[config.mk]
export PLATFORM = sky130hd
export DESIGN_NAME = envelope_gen
export DESIGN_NICKNAME = d
export VERILOG_FILES = /design/src/rtl/mypackage.sv /design/src/rtl/envelope_gen_amp_scale.sv /design/src/rtl/envelope_gen.sv
export SDC_FILE = /design/constraint.sdc
export NUM_CORES = 1
export LEC_CHECK = 0
export CAP_MARGIN = 25
export CORE_ASPECT_RATIO = 0.6
export CORE_MARGIN = 1.5
export CORE_UTILIZATION = 42
export CTS_CLUSTER_DIAMETER = 80
export DETAILED_ROUTE_END_ITERATION = 10
export PLACE_DENSITY = 0.61
export SYNTH_ARGS = -nofsm -noshare
export SYNTH_HDL_FRONTEND = slang
export SYNTH_SLANG_ARGS = --single-unit
[constraint.sdc]
create_clock -name clock -period 18.6 [get_ports clock]
set_input_delay 3.72 -clock clock [delete_from_list [all_inputs] [get_ports clock]]
set_output_delay 3.72 -clock clock [all_outputs]
set_load 0.005 [all_outputs]
[src/rtl/mypackage.sv]
// Shared synth-voice types: oscillator sample format and envelope generator
// defaults and state encoding.
package mypackage;

  localparam int AMPLITUDE_BITS = 12;
  typedef logic signed [AMPLITUDE_BITS-1:0] amplitude_t;

  localparam int ENV_BITS_DEFAULT = 16;

  typedef enum logic [2:0] {
    ENV_IDLE,
    ENV_ATTACK,
    ENV_DECAY,
    ENV_SUSTAIN,
    ENV_RELEASE
  } env_state_t;

endpackage

[src/rtl/envelope_gen_amp_scale.sv]
// Signed oscillator sample times unsigned envelope level, scaled back to the
// sample width by an arithmetic shift of ENV_BITS (rounds toward -infinity).
module amp_scale
  import mypackage::*;
#(
  parameter int ENV_BITS = ENV_BITS_DEFAULT
) (
  input  amplitude_t          din,
  input  logic [ENV_BITS-1:0] level,
  output amplitude_t          scaled
);

  localparam int PROD_BITS = AMPLITUDE_BITS + ENV_BITS;

  // |din * level| < 2^(PROD_BITS-1), so the product never overflows.
  logic signed [PROD_BITS-1:0] din_ext;
  logic signed [PROD_BITS-1:0] level_ext;
  logic signed [PROD_BITS-1:0] product;

  assign din_ext   = PROD_BITS'(din);
  assign level_ext = $signed({{AMPLITUDE_BITS{1'b0}}, level});
  assign product   = din_ext * level_ext;
  assign scaled    = AMPLITUDE_BITS'(product >>> ENV_BITS);

endmodule

[src/rtl/envelope_gen.sv]
// ADSR envelope generator: five-state FSM stepping an unsigned level on each
// sample strobe, and a registered level-scaled copy of the oscillator sample.
module envelope_gen
  import mypackage::*;
#(
  parameter int ENV_BITS = ENV_BITS_DEFAULT
) (
  input  logic                clock,
  input  logic                reset,
  input  logic                enable,
  input  logic                gate,
  input  logic [ENV_BITS-1:0] attack_rate,
  input  logic [ENV_BITS-1:0] decay_rate,
  input  logic [ENV_BITS-1:0] release_rate,
  input  logic [ENV_BITS-1:0] sustain_level,
  input  amplitude_t          din,
  output amplitude_t          dout,
  output logic [ENV_BITS-1:0] env_level,
  output logic                busy
);

  localparam logic [ENV_BITS-1:0] LEVEL_MAX = '1;

  env_state_t          state;
  env_state_t          next_state;
  logic [ENV_BITS-1:0] level;
  logic [ENV_BITS-1:0] next_level;
  logic                prev_gate;
  amplitude_t          dout_reg;
  amplitude_t          scaled;

  logic                rise;
  logic [ENV_BITS:0]   attack_sum;
  logic [ENV_BITS:0]   decay_floor;
  logic                attack_done;
  logic                decay_done;
  logic                release_done;

  amp_scale #(.ENV_BITS(ENV_BITS)) u_amp_scale (
    .din    (din),
    .level  (level),
    .scaled (scaled)
  );

  // Completion tests run in ENV_BITS+1 bits so no sum or difference can wrap.
  assign rise         = gate & ~prev_gate;
  assign attack_sum   = {1'b0, level} + {1'b0, attack_rate};
  assign decay_floor  = {1'b0, sustain_level} + {1'b0, decay_rate};
  assign attack_done  = (attack_rate == '0) || (attack_sum >= {1'b0, LEVEL_MAX});
  assign decay_done   = (decay_rate == '0) || (sustain_level >= level) ||
                        (decay_floor >= {1'b0, level});
  assign release_done = (release_rate == '0) || (release_rate >= level);

  always_comb begin
    next_state = state;
    next_level = level;
    case (state)
      ENV_IDLE: begin
        next_level = '0;
        if (rise) next_state = ENV_ATTACK;
      end
      ENV_ATTACK: begin
        if (!gate) begin
          next_state = ENV_RELEASE;
        end else if (attack_done) begin
          next_level = LEVEL_MAX;
          next_state = ENV_DECAY;
        end else begin
          next_level = attack_sum[ENV_BITS-1:0];
        end
      end
      ENV_DECAY: begin
        if (!gate) begin
          next_state = ENV_RELEASE;
        end else if (decay_done) begin
          next_level = sustain_level;
          next_state = ENV_SUSTAIN;
        end else begin
          next_level = level - decay_rate;
        end
      end
      ENV_SUSTAIN: begin
        if (!gate) next_state = ENV_RELEASE;
        else       next_level = sustain_level;
      end
      ENV_RELEASE: begin
        // A retrigger resumes attack from wherever the level currently is.
        if (rise) begin
          next_state = ENV_ATTACK;
        end else if (release_done) begin
          next_level = '0;
          next_state = ENV_IDLE;
        end else begin
          next_level = level - release_rate;
        end
      end
      default: begin
        next_state = ENV_IDLE;
        next_level = '0;
      end
    endcase
  end

  always_ff @(posedge clock) begin
    if (reset) begin
      state     <= ENV_IDLE;
      level     <= '0;
      prev_gate <= 1'b0;
      dout_reg  <= '0;
    end else if (enable) begin
      state     <= next_state;
      level     <= next_level;
      prev_gate <= gate;
      dout_reg  <= scaled;
    end
  end

  assign dout      = dout_reg;
  assign env_level = level;
  assign busy      = (state != ENV_IDLE);

endmodule

; Word level (Yosys, flattened, before mapping)
; Index checks and enable logic that the tools add are counted.
[totals]
reg_bits = 32
inputBits = 80
out_inout_bits = 29
word_cells = 56
[op_classes]
addsub = 4
multipliers = 1
order_cmp = 4
eq_ne = 13
n_mux = 17
bitwise = 2
n_reduce_logical = 11
[op_table]
columns = cell, count
row1 = 16-bit 2-to-1 mux, 7
row2 = 16-bit case mux with 4 select lines, 1
row3 = 16-bit zero test, 3
row4 = 16-bit by 16-bit adder with 17-bit output, 2
row5 = 16-bit greater-or-equal comparator, 2
row6 = 16-bit subtractor, 2
row7 = 12-bit by 17-bit multiplier with 28-bit output, 1
row8 = 3-bit 2-to-1 mux, 8
row9 = 17-bit by 16-bit greater-or-equal comparator with 1-bit output, 1
row10 = "17-bit by 16-bit greater-or-equal comparator with 1-bit output, second input constant", 1
row11 = 3-bit case mux with 5 select lines, 1
row12 = "2-bit != test, second input constant", 6
row13 = "3-bit != test, second input constant", 3
row14 = "3-bit by 2-bit == test with 1-bit output, second input constant", 2
row15 = 6-bit AND reduction, 1
row16 = 5-bit AND reduction, 1
row17 = 1-bit logical OR, 4
row18 = "3-bit by 1-bit == test with 1-bit output, second input constant", 1
row19 = "3-bit == test, second input constant", 1
row20 = 3-bit zero test, 1
row21 = 3-bit nonzero test, 1
row22 = 1-bit bitwise AND, 1
row23 = 1-bit inverter, 1

; Logic depth before layout (Yosys ltp)
[depth]
depth_word = 6
mapped_depth = 23

; By module
; From an unflattened synthesis, not the netlist that was laid out.
[unflattened]
cells_unflattened = 1442
hier_area_um2 = 11674.9
[by_module_without_submodules]
columns = mod, instances, cells_per_inst, area_per_inst_um2, seq_area_each_um2
row1 = amp_scale, 1, 699, 6009.5, 0.0
row2 = envelope_gen, 1, 743, 5665.4, 640.6

; Worst setup path after synthesis
; No wires, ideal clock.
[synth_timing]
path_kind = in2reg
start = input din[11]
end = register dout_reg[11] (netlist: dout[11])
setup_time_ns = 0.074
arrival_time_ns = 9.125
required_time_ns = 18.526
slack_ns = 9.400
path_stages = 22
n_path_buf = 1
path_cell_list = inv_1 buf_1 nor2_1 fa_1 inv_1 fa_1 fa_1 inv_1 fa_1 inv_1 fa_1 inv_1 ha_1 a21o_1 a21oi_1 and3_1 nand4_1 a311o_1 a21oi_1 o21bai_1 or4b_2 a31oi_1
[synth_between]
elab_chain_cells = 1
[synth_rtl]
columns = item, line
row1 = "start, declared", envelope_gen.sv:16  ; input amplitude_t din,
row2 = 12-bit by 17-bit multiplier with 28-bit output, envelope_gen_amp_scale.sv:22  ; assign product = din_ext * level_ext;
row3 = "end signal, assigned", envelope_gen.sv:114  ; dout_reg <= scaled;
row4 = "end, declared", envelope_gen.sv:29  ; amplitude_t dout_reg;
; Every way passes these cells.
; A chain may end at the register's enable or synchronous reset.

; Worst setup path in the final report
[layout_timing]
start = input din[6]
end = register dout_reg[11] (netlist: dout[11])
; Same word-level chain as after synthesis.

==> reports/metrics.yaml <==
critical_path:
  setup.worst_path.class: "primary input to register"
  startpoint: "din[6]"
  required_ps: 18810
  cp-endpoint: "dout[11]"
  r2r-end: "dout[11]"
  critPathArrivalTime_ps: 10600
  startpoint_type: "primary input"
  r2r_slack_ps: 11720
  critPathMaxFanout: 16
  reg2reg_from: "env_level[7]"
  reg2regPathDepth: 17
  crit_path_end_kind: "register"
place:
  hpwl_um: 30200
  dp.cells: 1863
  place_congestion: 0.936
  dp_slack_ps: 7980
  port_buffers: 108
route:
  routed_via_density: 5.63
  drc: 0
  routed_wl_um: 36600
  ant_nets: 0
  drt_iter0_drc: 1039
  vias: 10528
  dr.pass1.iters: 6
  routedWlPerCell_um: 19.5
layout:
  syn2layout_area_growth_pct: 14.1
  drive_gt1_frac: 0.0338
  multi_input_area_sq_mm: 0.00977
  ff_latch_area_sq_um: 641
  stdcell_count: 1871
  final_nets: 1905
  largest_reg_flops: 16
  fill_cells: 2630
sta:
  final.setup.tns_ps: 0
  fin_crit_sh: 0.558
  finalHoldWorstSlack_ps: 489
  max_slew_margin: 0.328
  tightest_slew_ps: 1010
  hold_violations: 0
  fin_skew_ps: 8.43
  rsz0062_at_grt: "false"
  period_minus_slack_ps: 10390
  setup_ws_ps: 8210
  fmax_ghz: 0.0963
  finalSetupViolations: 0
  drv_slew: 0
die:
  fp.dieH_um: 131
  start_util: 0.431
  io_pins: 109
  core_sq_mm: 0.0266
  die_w_um: 217
  die_area_sq_mm: 0.0284
  rows: 46
clock_network:
  cts_buffer_depth: 2
  clk_latency_ps: 290
  cts.clk_slew.worst_paths_ps: 60
  ctsHoldBuffers: 0
  cts_sinks: 32
  tritoncts: "yes"
  cts_setup_buffers: 0
  cts-root-buf: "clkbuf_16"
  cts-resized-gates: 0
  ctsHtreeMaxLevel: 2
  numCtsBuffers: 5
global_routing:
  grt.overflow.total: 0
  grtUsageTotal: 0.263
  grt_pass1_vias: 10188
  antenna_found_initial: 1
  grt_pass1_wl_um: 58200
  grt_max_degree: 34
status:
  outcome: "finished, final reports clean"
power_and_ir_drop:
  powerDensity_mw_per_mm2: 26.0
  switching_power_w: 0.000143
  swShare: 0.419
  p_comb_frac: 0.536
  peakVddDrop_v: 0.0000262
  intPower_w: 0.000198
  power_frac_seq: 0.219
  pwr-share-clk: 0.245
  power.static_leakage_nw: 6.15
synth:
  synth-async-reset-ratio: 0
  synth_top_area_cell: "fa_1"
  synth.avg_cell_area_sq_um: 8.05
  synth_warnings: 0
  yosys_register_bits: 32
  yosysMostFrequentCell: "inv_1"
  synth_cell_type_count: 72
  ys_seq_area_frac: 0.0558
  synth-main-ff-cell: "dfxtp_1"
  syn_inst: 1427
  synth_area_leaders: "fa_1, ha_1, inv_1"
  syn_nets: 1822
  synthTopCellsByCount: "inv_1, ha_1, nand2_1"
  synth_top_area_share: 0.249
  synth_area_sq_mm: 0.0115
  synth_enable_flop_cells: 0
hold_path:
  hold_path_class: "register to register"
run:
  drv_cap: 0
-- metrics by stage --
stage / util / power [W] / area, sq um
2_1_floorplan: - / 0.000187 / 11500
3_3_place_gp: 0.487 / 0.000251 / 13000
3_5_place_dp: 0.487 / 0.000254 / 13000
4_1_cts: 0.492 / 0.000338 / 13100
5_1_grt: 0.492 / 0.000364 / 13100
6_report: 0.492 / 0.000341 / 13100
-- power by group through the flow --
| stage | logic, W | registers, W | clock network (W) |
|---|---|---|---|
| final | 0.000183 | 0.0000747 | 0.0000835 |
| after global routing | 0.000202 | 0.0000750 | 0.0000871 |
| after CTS | 0.000179 | 0.0000746 | 0.0000845 |
| after detailed placement | 0.000178 | 0.0000761 | 0 |
| after global placement | 0.000175 | 0.0000760 | 0 |
| after floorplan | 0.000112 | 0.0000746 | 0 |
-- per-layer routing --
layer | global-route usage | share of wire
met5 | 0 | 0
met4 | 0.0278 | 0.0062
met3 | 0.0472 | 0.087
met2 | 0.350 | 0.38
met1 | 0.437 | 0.53
-- kinds of logic (layout without fill, tap and decap cells) --
group                    count (synthesis)  count (layout)  synth area share
AO/OA/AOI/OAI                          295             295             0.173
XOR/XNOR                                57              57            0.0434
adder cells (fa/ha/maj)                315             315             0.436
buffers and inverters                  288             371            0.0944
flip-flops                              32              32            0.0558
multiplexers                            15              15            0.0134
other                                    0               1                 0
AND/OR/NAND/NOR                        425             425             0.183
-- worst max-delay path, cell delays in order --
cell and delay (ps):
clkdlybuf4s50_1 770, and2_1 390, fa_1 540, inv_1 60
fa_1 490, fa_1 490, inv_1 50, fa_1 470
inv_1 50, fa_1 470, inv_1 40, ha_1 330
a21o_1 210, a21oi_1 260, and3_1 290, nand4_1 290
a311o_1 420, a21oi_1 270, o21bai_1 150, or4b_2 640
a31oi_1 180
-- cells in the final DEF, fill, tap and decap left out, drive strengths merged, types with 7 or more instances in the layout --
master	synthesis	final
xnor2	39	39
clkdlybuf4s50	0	108
inv	238	238
a21o	23	23
o21a	15	15
a221oi	20	20
nor2	58	58
nand3	20	20
nand2b	15	15
xor2	18	18
a21oi	61	61
dfxtp	32	32
a31oi	20	20
nor3	20	20
nor2b	11	11
o21ai	67	67
fa	143	143
buf	6	18
o211ai	12	12
and3	19	19
and2	67	67
a211oi	17	17
nand4	19	19
o31ai	10	10
nand2	161	161
mux2i	12	12
or3	7	7
ha	172	172
nor4	14	14
-- worst min-delay path by stage --
stage / to / cells past startpoint / slack, ps / start
2_1_floorplan: prev_gate / 2 / 470 / prev_gate
3_3_place_gp: dout[6] / 2 / 480 / dout[6]
3_5_place_dp: dout[7] / 2 / 480 / dout[7]
4_1_cts: dout[7] / 2 / 490 / dout[7]
5_1_grt: dout[4] / 2 / 510 / dout[4]
6_report: dout[3] / 2 / 490 / dout[3]
-- layout make-up --
cell class,count,share of cell area
Antenna cell,1,0.000191
Clock buffer,6,0.00983
Sequential cell,32,0.0489
Tap cell,360,0.0344
Timing Repair Buffer,126,0.0928
Inverter,238,0.0682
Clock inverter,1,0.000382
Multi-Input combinational cell,1107,0.745
No activity file was read; power rests on OpenSTA's default activity.
